===== config.mk =====
export PLATFORM = sky130hd
export DESIGN_NAME = rotation_cmd_encoder
export DESIGN_NICKNAME = d
export VERILOG_FILES = /design/src/rtl/rotation_cmd_encoder.sv
export SDC_FILE = /design/constraint.sdc
export NUM_CORES = 1
export LEC_CHECK = 0
export BUFFER_PORTS_ARGS = -buffer_cell sky130_fd_sc_hd__buf_2
export CELL_PAD_IN_SITES_DETAIL_PLACEMENT = 0
export CELL_PAD_IN_SITES_GLOBAL_PLACEMENT = 1
export CORE_ASPECT_RATIO = 0.75
export CORE_MARGIN = 8
export CORE_UTILIZATION = 45
export DETAILED_ROUTE_END_ITERATION = 16
export GPL_ROUTABILITY_DRIVEN = 0
export PLACE_DENSITY_LB_ADDON = 0.1
export SLEW_MARGIN = 10
export SYNTH_ARGS = -nofsm -noshare
export SYNTH_HDL_FRONTEND = slang
export SYNTH_SLANG_ARGS = --single-unit

===== constraint.sdc =====
create_clock -name clk -period 6.55 [get_ports clk]
set_input_delay 0.9825 -clock clk [delete_from_list [all_inputs] [get_ports clk]]
set_output_delay 0.9825 -clock clk [all_outputs]
set_load 0.005 [all_outputs]

===== src/rtl/rotation_cmd_encoder.sv =====
// rotation_cmd_encoder: turns a (direction, magnitude) command into an ASCII
// line such as "R48\n", one byte per handshake on a valid/ready byte port.
// The magnitude is converted to BCD by a bit-serial double-dabble, and
// leading zeros are suppressed.
// Optional build macro CRLF_TERM_EN: the line terminator becomes "\r\n"
// instead of "\n".
module rotation_cmd_encoder #(
    parameter int MAG_W  = 32,
    parameter int DIGITS = 10
) (
    input  logic             clk,
    input  logic             rst,
    input  logic             cmd_valid,
    output logic             cmd_ready,
    input  logic             cmd_dir,
    input  logic [MAG_W-1:0] cmd_mag,
    output logic             byte_valid,
    input  logic             byte_ready,
    output logic [7:0]       byte_data,
    output logic             busy,
    output logic [31:0]      line_count
);

    localparam int BCD_W = 4 * DIGITS;
    localparam int IDX_W = (DIGITS > 1) ? $clog2(DIGITS) : 1;
    localparam int CNT_W = $clog2(MAG_W) + 1;
    localparam logic [CNT_W-1:0] LAST_BIT = CNT_W'(MAG_W - 1);

`ifdef CRLF_TERM_EN
    typedef enum logic [2:0] {
        S_IDLE    = 3'd0,
        S_CONV    = 3'd1,
        S_DIR     = 3'd2,
        S_DIGIT   = 3'd3,
        S_TERM_CR = 3'd4,
        S_TERM    = 3'd5
    } state_t;
`else
    typedef enum logic [2:0] {
        S_IDLE  = 3'd0,
        S_CONV  = 3'd1,
        S_DIR   = 3'd2,
        S_DIGIT = 3'd3,
        S_TERM  = 3'd5
    } state_t;
`endif

    state_t               state_q, state_d;
    logic                 dir_q, dir_d;
    logic [MAG_W-1:0]     shift_q, shift_d;
    logic [BCD_W-1:0]     bcd_q, bcd_d;
    logic [CNT_W-1:0]     cnt_q, cnt_d;
    logic [IDX_W-1:0]     dig_idx_q, dig_idx_d;
    logic [31:0]          line_count_q, line_count_d;
    logic                 cmd_ready_q, cmd_ready_d;
    logic                 byte_valid_q, byte_valid_d;
    logic [7:0]           byte_data_q, byte_data_d;

    logic                 cmd_hs;
    logic                 byte_hs;
    logic [BCD_W+MAG_W-1:0] dabble;

    // Double-dabble correction: any BCD nibble of 5 or more gets +3 before the shift.
    function automatic logic [BCD_W-1:0] bcd_adjust(input logic [BCD_W-1:0] bcd);
        logic [BCD_W-1:0] r;
        r = bcd;
        for (int i = 0; i < DIGITS; i++) begin
            if (bcd[4*i +: 4] >= 4'd5) begin
                r[4*i +: 4] = bcd[4*i +: 4] + 4'd3;
            end
        end
        return r;
    endfunction

    // Index of the most significant nonzero digit; an all-zero value yields 0.
    function automatic logic [IDX_W-1:0] msd_index(input logic [BCD_W-1:0] bcd);
        logic [IDX_W-1:0] idx;
        idx = '0;
        for (int i = 0; i < DIGITS; i++) begin
            if (bcd[4*i +: 4] != 4'd0) begin
                idx = IDX_W'(i);
            end
        end
        return idx;
    endfunction

    assign cmd_hs     = cmd_valid && cmd_ready_q;
    assign byte_hs    = byte_valid_q && byte_ready;
    assign cmd_ready  = cmd_ready_q;
    assign byte_valid = byte_valid_q;
    assign byte_data  = byte_data_q;
    assign line_count = line_count_q;
    assign busy       = (state_q != S_IDLE);

    // State register plus all datapath and registered-output flops.
    always_ff @(posedge clk or negedge rst) begin
        if (!rst) begin
            state_q      <= S_IDLE;
            dir_q        <= 1'b0;
            shift_q      <= '0;
            bcd_q        <= '0;
            cnt_q        <= '0;
            dig_idx_q    <= '0;
            line_count_q <= '0;
            cmd_ready_q  <= 1'b1;
            byte_valid_q <= 1'b0;
            byte_data_q  <= 8'h00;
        end else begin
            state_q      <= state_d;
            dir_q        <= dir_d;
            shift_q      <= shift_d;
            bcd_q        <= bcd_d;
            cnt_q        <= cnt_d;
            dig_idx_q    <= dig_idx_d;
            line_count_q <= line_count_d;
            cmd_ready_q  <= cmd_ready_d;
            byte_valid_q <= byte_valid_d;
            byte_data_q  <= byte_data_d;
        end
    end

    // Next-state logic: walk the line one field at a time, advancing on handshakes.
    always_comb begin
        state_d = state_q;
        case (state_q)
            S_IDLE:    if (cmd_hs) state_d = S_CONV;
            S_CONV:    if (cnt_q == LAST_BIT) state_d = S_DIR;
            S_DIR:     if (byte_hs) state_d = S_DIGIT;
`ifdef CRLF_TERM_EN
            S_DIGIT:   if (byte_hs && (dig_idx_q == '0)) state_d = S_TERM_CR;
            S_TERM_CR: if (byte_hs) state_d = S_TERM;
`else
            S_DIGIT:   if (byte_hs && (dig_idx_q == '0)) state_d = S_TERM;
`endif
            S_TERM:    if (byte_hs) state_d = S_IDLE;
            default:   state_d = S_IDLE;
        endcase
    end

    // Datapath: latch the command, run the BCD conversion, step the digit pointer, count lines.
    always_comb begin
        dir_d        = dir_q;
        shift_d      = shift_q;
        bcd_d        = bcd_q;
        cnt_d        = cnt_q;
        dig_idx_d    = dig_idx_q;
        line_count_d = line_count_q;
        dabble       = {bcd_adjust(bcd_q), shift_q} << 1;
        case (state_q)
            S_IDLE: begin
                if (cmd_hs) begin
                    dir_d   = cmd_dir;
                    shift_d = cmd_mag;
                    bcd_d   = '0;
                    cnt_d   = '0;
                end
            end
            S_CONV: begin
                bcd_d   = dabble[BCD_W+MAG_W-1 -: BCD_W];
                shift_d = dabble[MAG_W-1:0];
                cnt_d   = cnt_q + CNT_W'(1);
                if (cnt_q == LAST_BIT) begin
                    dig_idx_d = msd_index(bcd_d);
                end
            end
            S_DIGIT: begin
                if (byte_hs && (dig_idx_q != '0)) begin
                    dig_idx_d = dig_idx_q - IDX_W'(1);
                end
            end
            S_TERM: begin
                if (byte_hs) begin
                    line_count_d = line_count_q + 32'd1;
                end
            end
            default: ;
        endcase
    end

    // Registered outputs are decoded from the state being entered, so they line up with it.
    always_comb begin
        cmd_ready_d  = 1'b0;
        byte_valid_d = 1'b0;
        byte_data_d  = 8'h00;
        case (state_d)
            S_IDLE: cmd_ready_d = 1'b1;
            S_DIR: begin
                byte_valid_d = 1'b1;
                byte_data_d  = dir_q ? 8'h52 : 8'h4C;
            end
            S_DIGIT: begin
                byte_valid_d = 1'b1;
                byte_data_d  = 8'h30 + {4'h0, bcd_q[int'(dig_idx_d) * 4 +: 4]};
            end
`ifdef CRLF_TERM_EN
            S_TERM_CR: begin
                byte_valid_d = 1'b1;
                byte_data_d  = 8'h0D;
            end
`endif
            S_TERM: begin
                byte_valid_d = 1'b1;
                byte_data_d  = 8'h0A;
            end
            default: ;
        endcase
    end

endmodule


Word-level counts from Yosys, hierarchy flattened
Cells that the tools add are included.
{"block": "word_totals", "regBits": 128, "inputBits": 37, "output_inout_bits": 43, "word_cells": 105}
{"block": "classes", "addsub": 14, "magnitude_cmp": 10, "n_eq_ne": 9, "n_shift": 1, "n_mux": 38, "reduce_logical": 23}
{"operator": "$pmux 40 s2", "n": 1}
{"operator": "$mux 4", "n": 19}
{"operator": "$pmux 32 s2", "n": 1}
{"operator": "$ge 4x3->1 const B", "n": 10}
{"operator": "$mux 40", "n": 1}
{"operator": "$reduce_bool 4->1", "n": 10}
{"operator": "$shiftx 40x7->4", "n": 1}
{"operator": "$add 4x2->4 const B", "n": 9}
{"operator": "$add 32x1->32 const B", "n": 1}
{"operator": "$mux 32", "n": 1}
{"operator": "$pmux 7 s3", "n": 1}
{"operator": "$mux 3", "n": 6}
{"operator": "$pmux 3 s5", "n": 1}
{"operator": "$eq 3x2->1 const B", "n": 4}
{"operator": "$pmux 6 s2", "n": 1}
{"operator": "$pmux 4 s2", "n": 1}
{"operator": "$add 6x4->7 const A", "n": 1}
{"operator": "$add 6x1->6 const B", "n": 1}
{"operator": "$eq 3x3->1 const B", "n": 2}
{"operator": "$eq 6x5->1 const B", "n": 1}
{"operator": "$logic_not 3->1", "n": 2}
{"operator": "$mux 6", "n": 1}
{"operator": "$reduce_and 2->1", "n": 3}
{"operator": "$mux 5", "n": 1}
{"operator": "10 further kinds", "n": 15}

Depth between registers and ports, before layout
Gate-level depths: netlist of run 1.
{"block": "depth", "depth_word": 17, "ltp_mapped": 12, "ltp_nobuf": 11}

Least setup slack after synthesis of run 1
No wires, ideal clock.
{"block": "synth_timing", "path_kind": "input port to flip-flop", "from": "input byte_ready", "to": "register line_count_q[31], in the netlist line_count[31]", "setup_ns": 0.123, "t_arrival_ns": 3.101, "required_ns": 6.427, "setup_slack_ns": 3.327, "path_stages": 9, "path_buffers": 1, "path_cell_list": "and2_0 > and4_1 > nand3_1 > or2_2 > clkbuf_1 > nor3_1 > and4_1 > or3b_2 > xnor2_1"}
{"block": "synth_via", "elab_chain_len": 2}
{"item": "start: declaration", "line": "18", "text": "input logic byte_ready,"}
{"item": "$logic_and 1x1->1", "line": "88", "text": "assign byte_hs = byte_valid_q && byte_ready;"}
{"item": "$reduce_and 2->1 (no line)"}
{"item": "end signal: assignment", "line": "115", "text": "line_count_q <= line_count_d;"}
{"item": "end: declaration", "line": "54", "text": "logic [31:0] line_count_q, line_count_d;"}
No other way between the ends.
A chain may end at the register's enable or synchronous reset.

Worst setup path after layout of run 1
{"block": "layout_timing", "from": "register bcd_q[36]", "to": "register byte_data_q[1], in the netlist byte_data[1]"}
{"block": "layout_via", "elab_chain_len": 9, "elab_cells_between_ends": 10, "cone_classes": "add/sub (2); order compare (1); shift (1); mux (5); reduce/logical (1)"}
{"item": "start: declaration", "line": "51", "text": "logic [BCD_W-1:0] bcd_q, bcd_d;"}
{"item": "start signal: assignment", "line": "101", "text": "bcd_q <= '0;"}
{"item": "start signal: assignment", "line": "112", "text": "bcd_q <= bcd_d;"}
{"item": "$ge 4x3->1 / $add 3x2->3 (equally long branches)", "line": "68, 69"}
{"item": "$mux 3", "line": "68", "text": "if (bcd[4*i +: 4] >= 4'd5) begin"}
{"item": "$reduce_bool 4->1", "line": "80", "text": "if (bcd[4*i +: 4] != 4'd0) begin"}
{"item": "$mux 4", "line": "80"}
{"item": "$mux 4", "line": "162", "text": "if (cnt_q == LAST_BIT) begin"}
{"item": "$pmux 4 s2", "line": "149", "text": "case (state_q)"}
{"item": "$shiftx 40x7->4 *", "line": "193", "text": "byte_data_d = 8'h30 + {4'h0, bcd_q[int'(dig_idx_d) * 4 +: 4]};"}
{"item": "$add 6x4->7 *", "line": "193"}
{"item": "$pmux 7 s3 *", "line": "185", "text": "case (state_d)"}
{"item": "via byte_data_d[1]", "line": "57", "text": "logic [7:0] byte_data_q, byte_data_d;"}
{"item": "end signal: assignment", "line": "118", "text": "byte_data_q <= byte_data_d;"}
{"item": "end: declaration", "line": "57"}
The timed path passes the listed nets; every way through them passes the cells marked *.

==> run_results.csv, run 1 <==
group,metric,value,unit
sta,max_clock_freq,274,MHz
power_and_ir_drop,pwr-share-comb,0.446,
critical_path,critPathKind,"register to register",
clock_tree,cts_buffer_depth,2,
synthesis,synth_commonest_cells,"dfrtp_1, nand2_1, nor2_1",
clock_tree,htree_num_levels,4,
sta,final_hold_viol_count,0,
routing,routed_via_density,5.58,
clock_tree,post-cts-setup-buffers,0,
final_layout,flow.area_growth_from_synthesis,16.0,%
global_route,grt_pass1_vias,5762,
routing,postRouteAntennaNets,0,
power_and_ir_drop,share_seq_of_total_power,0.319,
clock_tree,tritoncts,"built",
global_route,wire_length_of_the_first_global_routing_pass,29800,um
clock_tree,clk_pin_slew,60,ps
synthesis,synth_sequential_area_ratio,0.450,
synthesis,synth_edf_count,0,
critical_path,crit_path_end_kind,"register",
synthesis,net_count_after_synthesis,844,
routing,detail_route.wl_per_cell,16.8,um
routing,route.detailed.drc,0,
power_and_ir_drop,power.switching,1730,uW
synthesis,synth_largest_type_area_fraction,0.447,
flow_run,maxCapViolCount,0,
sta,worst_pin_slew,1100,ps
sta,finClkSkew,7.84,ps
routing,route.vias.total,5946,
hold_path,min-delay-path-class,"register to register",
routing,routed_wl,17900,um
clock_tree,clock-sinks,127,
hold_path,min_path_cells,1,
clock_tree,postCtsHoldBufs,0,
synthesis,mapped_cell_area,0.00706,mm^2
synthesis,postSynth.topFlopCell,"dfrtp_1",
critical_path,required,6820,ps
die,die_width,161,um
power_and_ir_drop,internal-power,2360,uW
placed_design,place_hpwl,12400,um
synthesis,synth_warnings,0,
sta,fin_tns_setup,0,ps
clock_tree,clock_latency_reported_for_the_late_side_of_the_worst_skew_pair,410,ps
final_layout,filler_cell_count,1423,
global_route,antenna_found_initial,0,
global_route,maximum_number_of_pins_on_one_net_before_global_route_repair,98,
sta,worst_case_headroom_to_the_max_slew_limit,0.267,
synthesis,syn_avg_cell_area,9.01,um^2
die,top_level_ports,80,
clock_tree,cts_inserted_buffers,17,
synthesis,ys_seq_elements,127,
placed_design,placement.io_buffers,78,
die,starting_utilization_of_the_core_area,0.462,
die,floorplan.die_area,0.0200,mm^2
final_layout,finalCoreUtilization,0.536,
final_layout,num_antenna_cells,0,
routing,detailedRoute.firstIterationViolations,425,
critical_path,worstPathMaxFanout,16,
critical_path,start_kind,"register",
power_and_ir_drop,pwr-share-clk,0.234,
sta,grt_setup_unrepaired,"false",
final_layout,drive_above_1_share,0.159,
final_layout,area_taken_by_multi_input_logic_gates,0.00363,mm^2
routing,detailedRoute.firstPassIterationCount,5,
synthesis,synth.most_common_cell,"dfrtp_1",
clock_tree,clockRootBuffer,"clkbuf_16",
critical_path,reg2regPathDepth,11,
global_route,track_usage,0.181,
die,die_height,124,um
sta,timing.final.setup_violations,0,
sta,final_period_util,0.557,
status,status,"finished, final reports clean",
sta,final-max-slew-violation-count,0,
power_and_ir_drop,p_leak,0.00367,uW
power_and_ir_drop,worst_ir_drop_vdd,0.243,mV
synthesis,synth.distinct_cells,69,
power_and_ir_drop,netSwitchingFraction,0.422,
global_route,gr-total-overflow,0,
final_layout,num-nets-final,908,
die,fp-row-count,39,
synthesis,post_synthesis_instance_total,784,
critical_path,critical_path_arrival,3920,ps
die,core_area,0.0153,mm^2
synthesis,synth.top_cells.by_area,"dfrtp_1, nand2_1, nor2_1",
synthesis,synthArstFlopShare,1.00,
synthesis,synth_largest_area_cell,"dfrtp_1",
clock_tree,post_cts_resized,0,
sta,final_period_minus_worst_setup_slack,3650,ps
final_layout,register_area,0.00318,mm^2
power_and_ir_drop,power.density_cell_area,500,mW/mm^2
sta,hold_ws,467,ps
## critical path, cell delays in order (launching register included)
cell	delay (ps)
dfrtp_1	420
inv_1	150
ha_1	260
nand2b_1	100
a2111oi_0	450
o21ai_1	180
nor4_2	470
o31ai_1	240
nand2_1	500
o21ai_0	250
o221a_2	280
nand4bb_1	190
## routing by layer
metal	global-route usage	vias to the layer above	wire length, um
met5	0	-	0
met4	0.0389	0	150
met3	0.0515	12	892
met2	0.270	123	7950
met1	0.255	2903	8880
li1	-	2908	-
## worst paths after layout
path	from	end	slack (ps)
setup / recovery	bcd_q[36]	byte_data[1]	2900
hold / removal	line_count[31]	line_count[31]	470
setup reg to reg	bcd_q[36]	byte_data[1]	2900
hold reg to reg	line_count[31]	line_count[31]	470
max in group asynchronous	rst	shift_q[30]	4530
min in group asynchronous	rst	bcd_q[4]	630
## power groups by stage
stage | clock network, uW | logic, uW | registers (uW)
2_1_floorplan | 0 | 1450 | 1210
3_3_place_gp | 0 | 1770 | 1300
3_5_place_dp | 0 | 1810 | 1310
4_1_cts | 975 | 1820 | 1300
5_1_grt | 1020 | 2040 | 1340
6_report | 958 | 1830 | 1310
## area by class of cell
class                   instances  share of cell area
repair buffers                 82              0.0516
well taps                     205              0.0313
inverters                      30              0.0138
clock buffers                  22              0.0555
clock inverters                10              0.0168
flip-flops and latches        127               0.388
multi-input cells             590               0.443
## placed cells by master (no fill, tap or decap), types with 10 or more instances in the layout
cell type  synthesis  layout
nand3_1           58      57
mux2_2            10      10
buf_2              0      77
nand2b_1          13      13
o22ai_1           13      13
ha_1              23      23
a31oi_1           22      22
o21ai_0           58      58
nand2_1           95      95
xnor2_1           33      33
inv_1             30      30
mux2i_1           11      11
dfrtp_1          126     126
nor3b_1           12      12
a21oi_1           34      34
clkbuf_16          0      17
o31ai_1           10      10
nor2_1            79      79
## kinds of logic after synthesis
group | count (synthesis) | synth area share
xor+xnor | 42 | 0.0521
other cells | 1 | 0.000531
mux | 22 | 0.0337
buf+inv | 67 | 0.0372
fa+ha+maj | 23 | 0.0408
compound gates | 184 | 0.166
flops | 127 | 0.450
simple gates | 318 | 0.220
## registers in the layout, indices dropped and copies added (netlist names)
signal	flops
shift_q	32
byte_valid	1
dig_idx_q	4
dir_q	1
state_q	3
cmd_ready	1
bcd_q	40
byte_data	7
cnt_q	6
line_count	32
## through the flow
step | setup WS (ps) | instance area, um^2 | std cells | total power (uW)
after floorplan | 3330 | 7060 | 784 | 2660
after global placement | 3040 | 7600 | 1034 | 3070
after detailed placement | 3010 | 7600 | 1034 | 3130
after CTS | 2980 | 8190 | 1066 | 4100
after global routing | 2650 | 8190 | 1066 | 4400
final | 2900 | 8190 | 1066 | 4090
Note: power is estimated with default switching activity, not from simulation.
==> run 2: changes to the inputs <==
clock period = 3.53 ns   (was 6.55 ns; I/O delays follow)
==> run_results.csv, run 2 (synthesis gave the netlist of run 1 again) <==
group,metric,value,unit
status,status,"finished, final reports clean",
final_layout,final_common_cell,"dfrtp_1",
critical_path,critPathKind,"register to register",
global_route,gr-total-overflow,0,
routing,routed_via_density,5.63,
critical_path,cell_with_the_largest_stage_delay_on_the_worst_path,"or4b_4",
sta,worst_pin_slew,764,ps
routing,detailedRoute.firstIterationViolations,463,
power_and_ir_drop,power.density_cell_area,939,mW/mm^2
placed_design,dp.cells,1051,
critical_path,worstPathMaxFanout,11,
global_route,wire_length_of_the_first_global_routing_pass,29800,um
routing,routed_wl,18000,um
sta,grt_setup_unrepaired,"false",
sta,hold_ws,136,ps
global_route,maximum_number_of_pins_on_one_net_before_global_route_repair,67,
final_layout,filler_cell_count,1406,
sta,final-max-slew-violation-count,0,
global_route,grt_pass1_vias,5851,
final_layout,drive_above_1_share,0.182,
routing,postRouteAntennaNets,0,
die,top_level_ports,80,
final_layout,num_antenna_cells,0,
routing,detail_route.wl_per_cell,16.5,um
critical_path,start_kind,"register",
critical_path,critical_path.n_buffers_inverters,2,
final_layout,top_register,"bcd_q",
final_layout,finalCoreUtilization,0.548,
critical_path,max_stage_delay,520,ps
clock_tree,cts_inserted_buffers,17,
sta,final_hold_viol_count,0,
placed_design,placement.io_buffers,78,
routing,detailedRoute.firstPassIterationCount,5,
die,core_area,0.0153,mm^2
clock_tree,clock_latency_reported_for_the_late_side_of_the_worst_skew_pair,410,ps
critical_path,crit_path_end_kind,"register",
clock_tree,cts_buffer_depth,2,
sta,final_period_util,0.954,
critical_path,cp_top_family,"compound AO/OA/AOI/OAI gates",
clock_tree,tritoncts,"built",
power_and_ir_drop,worst_ir_drop_vdd,0.679,mV
critical_path,critical_path_arrival,3650,ps
final_layout,num-nets-final,928,
final_layout,most-common-layout-cells,"dfrtp_1, nand2_1, nor2_1",
clock_tree,htree_num_levels,4,
final_layout,flow.area_growth_from_synthesis,18.6,%
routing,route.vias.total,6118,
sta,worst_case_headroom_to_the_max_slew_limit,0.489,
sta,final_period_minus_worst_setup_slack,3370,ps
final_layout,largest_register_ff_count,40,
routing,route.detailed.drc,0,
sta,fin_tns_setup,0,ps
sta,max_clock_freq,297,MHz
final_layout,final_cell_count_no_fill,1086,
clock_tree,clock-sinks,127,
critical_path,worstPathCellList,"inv_1 -> ha_1 -> and3b_1 -> o21ai_0 -> a221o_1 -> or4b_4 -> a2111oi_4 -> nor2_4 -> buf_12 -> mux2_4 -> o211ai_2 -> o211ai_1",
flow_run,maxCapViolCount,0,
die,starting_utilization_of_the_core_area,0.462,
hold_path,min-delay-path-class,"primary input to async pin",
placed_design,place_hpwl,12800,um
sta,timing.final.setup_violations,0,
power_and_ir_drop,p_leak,0.00379,uW
die,die_height,124,um
critical_path,required,3810,ps
global_route,antenna_found_initial,0,
die,fp-row-count,39,
die,die_width,161,um
sta,finClkSkew,8.79,ps
clock_tree,clockRootBuffer,"clkbuf_16",
die,floorplan.die_area,0.0200,mm^2
global_route,track_usage,0.181,
clock_tree,clk_pin_slew,50,ps
run 2: cell count changes in the layout (fill, tap and decap cells not counted), sizes merged:
cell / change
clkinvlp: -1
clkinv: +1
inv: +1
bufinv: -1
buf: +20
run 2: layer usage:
layer | GRT usage | routed length (um)
met5 | 0 | 0
met4 | 0.0444 | 120
met3 | 0.0535 | 1130
met2 | 0.269 | 8010
met1 | 0.253 | 8690
run 2: cell type report:
class	count	area [um^2]	share of cell area
Sequential cell	127	3180	0.380
Multi-Input combinational cell	590	3650	0.435
Timing Repair Buffer	102	598	0.0714
Clock buffer	22	474	0.0566
Tap cell	205	256	0.0306
Clock inverter	10	110	0.0131
Inverter	30	113	0.0134
run 2: worst paths after layout:
check	startpoint	end	slack [ps]	cells after the start
max	bcd_q[12]	byte_data[2]	160	12
min	rst	bcd_q[5]	140	1
max reg2reg	bcd_q[12]	byte_data[2]	160	12
min reg2reg	line_count[31]	line_count[31]	460	1
max in group asynchronous	rst	shift_q[16]	2570	2
min in group clk	cmd_mag[0]	shift_q[0]	310	3
run 2: power breakdown:
| group | total (uW) | internal (uW) | leakage (uW) | switching, uW |
|---|---|---|---|---|
| logic | 3730 | 1570 | 0.00191 | 2160 |
| clock network | 1720 | 1090 | 0.000290 | 633 |
| registers | 2410 | 1930 | 0.00159 | 479 |
| total | 7870 | 4600 | 0.00379 | 3270 |
run 2: worst register-to-register path, delay by kind of cell, from the launching register on:
family,cells,cell delay [ps]
compound gates,5,1120
fa+ha+maj,1,240
buf+inv,2,300
flops,1,440
mux,1,290
simple gates,3,850
run 2: timing repair:
item	in CTS	in global routing
setup endpoints to repair	0	4
hold buffers	0	0
buffers inserted	0	3
resized for setup	0	3
run 2: metrics by stage:
step / area, um^2 / power (uW) / worst slack, ps
after floorplan: 7060 / 4940 / 415
after global placement: 7740 / 5870 / 302
after detailed placement: 7740 / 5960 / 169
after CTS: 8320 / 7730 / 169
after global routing: 8380 / 8480 / 14.2
final: 8380 / 7870 / 163
==> run 3: changes to the inputs <==
CELL_PAD_IN_SITES_DETAIL_PLACEMENT = default   (was 0)
CELL_PAD_IN_SITES_GLOBAL_PLACEMENT = default   (was 1)
CORE_UTILIZATION = 35   (was 45)
CTS_CLUSTER_DIAMETER = 60   (was default)
PLACE_DENSITY_LB_ADDON = default   (was 0.1)
==> run_results.csv, run 3 (synthesis gave the netlist of run 1 again) <==
group,metric,value,unit
critical_path,critical_path.n_buffers_inverters,2,
hold_path,min-delay-path-class,"primary input to async pin",
sta,final_hold_viol_count,0,
power_and_ir_drop,netSwitchingFraction,0.410,
power_and_ir_drop,power.switching,3280,uW
power_and_ir_drop,pwr-share-comb,0.455,
clock_tree,clock_latency_reported_for_the_late_side_of_the_worst_skew_pair,420,ps
clock_tree,cts_buffer_depth,2,
clock_tree,cts_inserted_buffers,17,
placed_design,pre_cts_slack,138,ps
final_layout,num-nets-final,927,
final_layout,num_antenna_cells,0,
routing,detail_route.wl_per_cell,15.6,um
global_route,wire_length_of_the_first_global_routing_pass,29400,um
global_route,antenna_found_initial,0,
final_layout,most-common-layout-cells,"dfrtp_1, nand2_1, nor2_1",
critical_path,crit_path_end_kind,"register",
routing,routed_wl,17800,um
placed_design,place_hpwl,12400,um
critical_path,critPathKind,"register to register",
final_layout,largest_register_ff_count,40,
sta,finClkSkew,11.3,ps
final_layout,top_register,"bcd_q",
final_layout,flow.area_growth_from_synthesis,20.1,%
final_layout,area_taken_by_multi_input_logic_gates,0.00364,mm^2
sta,timing.final.setup_violations,0,
routing,detailedRoute.firstPassIterationCount,7,
sta,timing.final.ws_setup,136,ps
die,die_width,180,um
routing,route.detailed.drc,0,
critical_path,cp_top_family,"compound AO/OA/AOI/OAI gates",
critical_path,max_stage_delay,520,ps
die,top_level_ports,80,
status,status,"finished, final reports clean",
sta,worst_pin_slew,963,ps
routing,detailedRoute.firstIterationViolations,393,
sta,final-max-slew-violation-count,0,
clock_tree,tritoncts,"built",
final_layout,layout.cell_area.non_filler,0.00848,mm^2
global_route,maximum_number_of_pins_on_one_net_before_global_route_repair,104,
routing,postRouteAntennaNets,0,
global_route,gr-total-overflow,0,
clock_tree,clock-sinks,127,
clock_tree,postCtsHoldBufs,0,
die,floorplan.die_area,0.0250,mm^2
placed_design,placement.io_buffers,78,
sta,max_clock_freq,295,MHz
clock_tree,clk_pin_slew,60,ps
routing,route.vias.total,5897,
flow_run,maxCapViolCount,0,
critical_path,cell_with_the_largest_stage_delay_on_the_worst_path,"or4b_4",
routing,routed_via_density,5.18,
clock_tree,clockRootBuffer,"clkbuf_16",
sta,fin_tns_setup,0,ps
power_and_ir_drop,pwr-share-clk,0.243,
sta,final_period_minus_worst_setup_slack,3390,ps
final_layout,register_area,0.00318,mm^2
critical_path,required,3810,ps
sta,worst_case_headroom_to_the_max_slew_limit,0.358,
sta,grt_setup_unrepaired,"false",
sta,final_period_util,0.961,
die,fp-row-count,45,
power_and_ir_drop,internal-power,4730,uW
global_route,grt_pass1_vias,5494,
critical_path,critical_path_arrival,3680,ps
final_layout,drive_above_1_share,0.181,
power_and_ir_drop,worst_ir_drop_vdd,0.426,mV
power_and_ir_drop,power.density_cell_area,944,mW/mm^2
global_route,track_usage,0.142,
die,starting_utilization_of_the_core_area,0.353,
final_layout,filler_cell_count,1929,
critical_path,worstPathCellList,"inv_1 -> ha_1 -> and3b_1 -> o21ai_0 -> a221o_1 -> or4b_4 -> a2111oi_4 -> nor2_4 -> buf_4 -> a221oi_1 -> o311ai_1",
power_and_ir_drop,share_seq_of_total_power,0.302,
die,core_area,0.0200,mm^2
placed_design,placed_area,0.00779,mm^2
critical_path,start_kind,"register",
final_layout,final_common_cell,"dfrtp_1",
power_and_ir_drop,p_leak,0.00380,uW
clock_tree,htree_num_levels,4,
die,die_height,139,um
critical_path,worstPathMaxFanout,14,
run 3: changes by cell type in the layout (fill, tap and decap cells not counted), moves of 2 or more:
cell       delta
clkbuf_8      -3
clkinv_2      -3
bufinv_16     +3
inv_6         +2
run 3: layout make-up:
cell class	count	share of cell area
Clock buffer	19	0.0510
Clock inverter	13	0.0248
Inverter	30	0.0133
Multi-Input combinational cell	590	0.429
Sequential cell	127	0.375
Tap cell	258	0.0381
Timing Repair Buffer	101	0.0686
run 3: power by group through the flow:
| stage | logic (uW) | clock network, uW | registers, uW |
|---|---|---|---|
| after global routing | 4060 | 2040 | 2490 |
| after detailed placement | 3460 | 0 | 2430 |
| after floorplan | 2690 | 0 | 2250 |
| after CTS | 3490 | 1980 | 2410 |
| final | 3640 | 1950 | 2420 |
| after global placement | 3440 | 0 | 2420 |
run 3: timing repair:
| action | 4_1_cts | 5_1_grt |
|---|---|---|
| setup endpoints to repair | 0 | 3 |
| gates resized for setup | 0 | 2 |
| setup buffers | 0 | 4 |
run 3: routing by layer:
layer	track usage	up-vias	wire, um
met4	0.0368	0	85
met2	0.192	157	7100
met5	0	-	0
li1	-	2952	-
met3	0.0361	9	996
met1	0.218	2779	9570
run 3: stage by stage:
| step | hold WS, ps | std cells | util | power (uW) |
|---|---|---|---|---|
| final | 115 | 1138 | 0.424 | 8000 |
| after floorplan | 234 | 784 | - | 4940 |
| after global placement | 457 | 1102 | 0.390 | 5860 |
| after global routing | 155 | 1138 | 0.424 | 8590 |
| after detailed placement | 461 | 1102 | 0.390 | 5890 |
| after CTS | 138 | 1134 | 0.422 | 7890 |
run 3: path summary, 6_finish.rpt:
| path | to | from | cells past startpoint | slack (ps) |
|---|---|---|---|---|
| min in group clk | shift_q[0] | cmd_mag[0] | 3 | 300 |
| max | byte_data[0] | bcd_q[12] | 11 | 140 |
| min reg2reg | line_count[31] | line_count[31] | 1 | 460 |
| max in group asynchronous | line_count[29] | rst | 2 | 2640 |
| min | line_count[11] | rst | 1 | 120 |
| max reg2reg | byte_data[0] | bcd_q[12] | 11 | 140 |
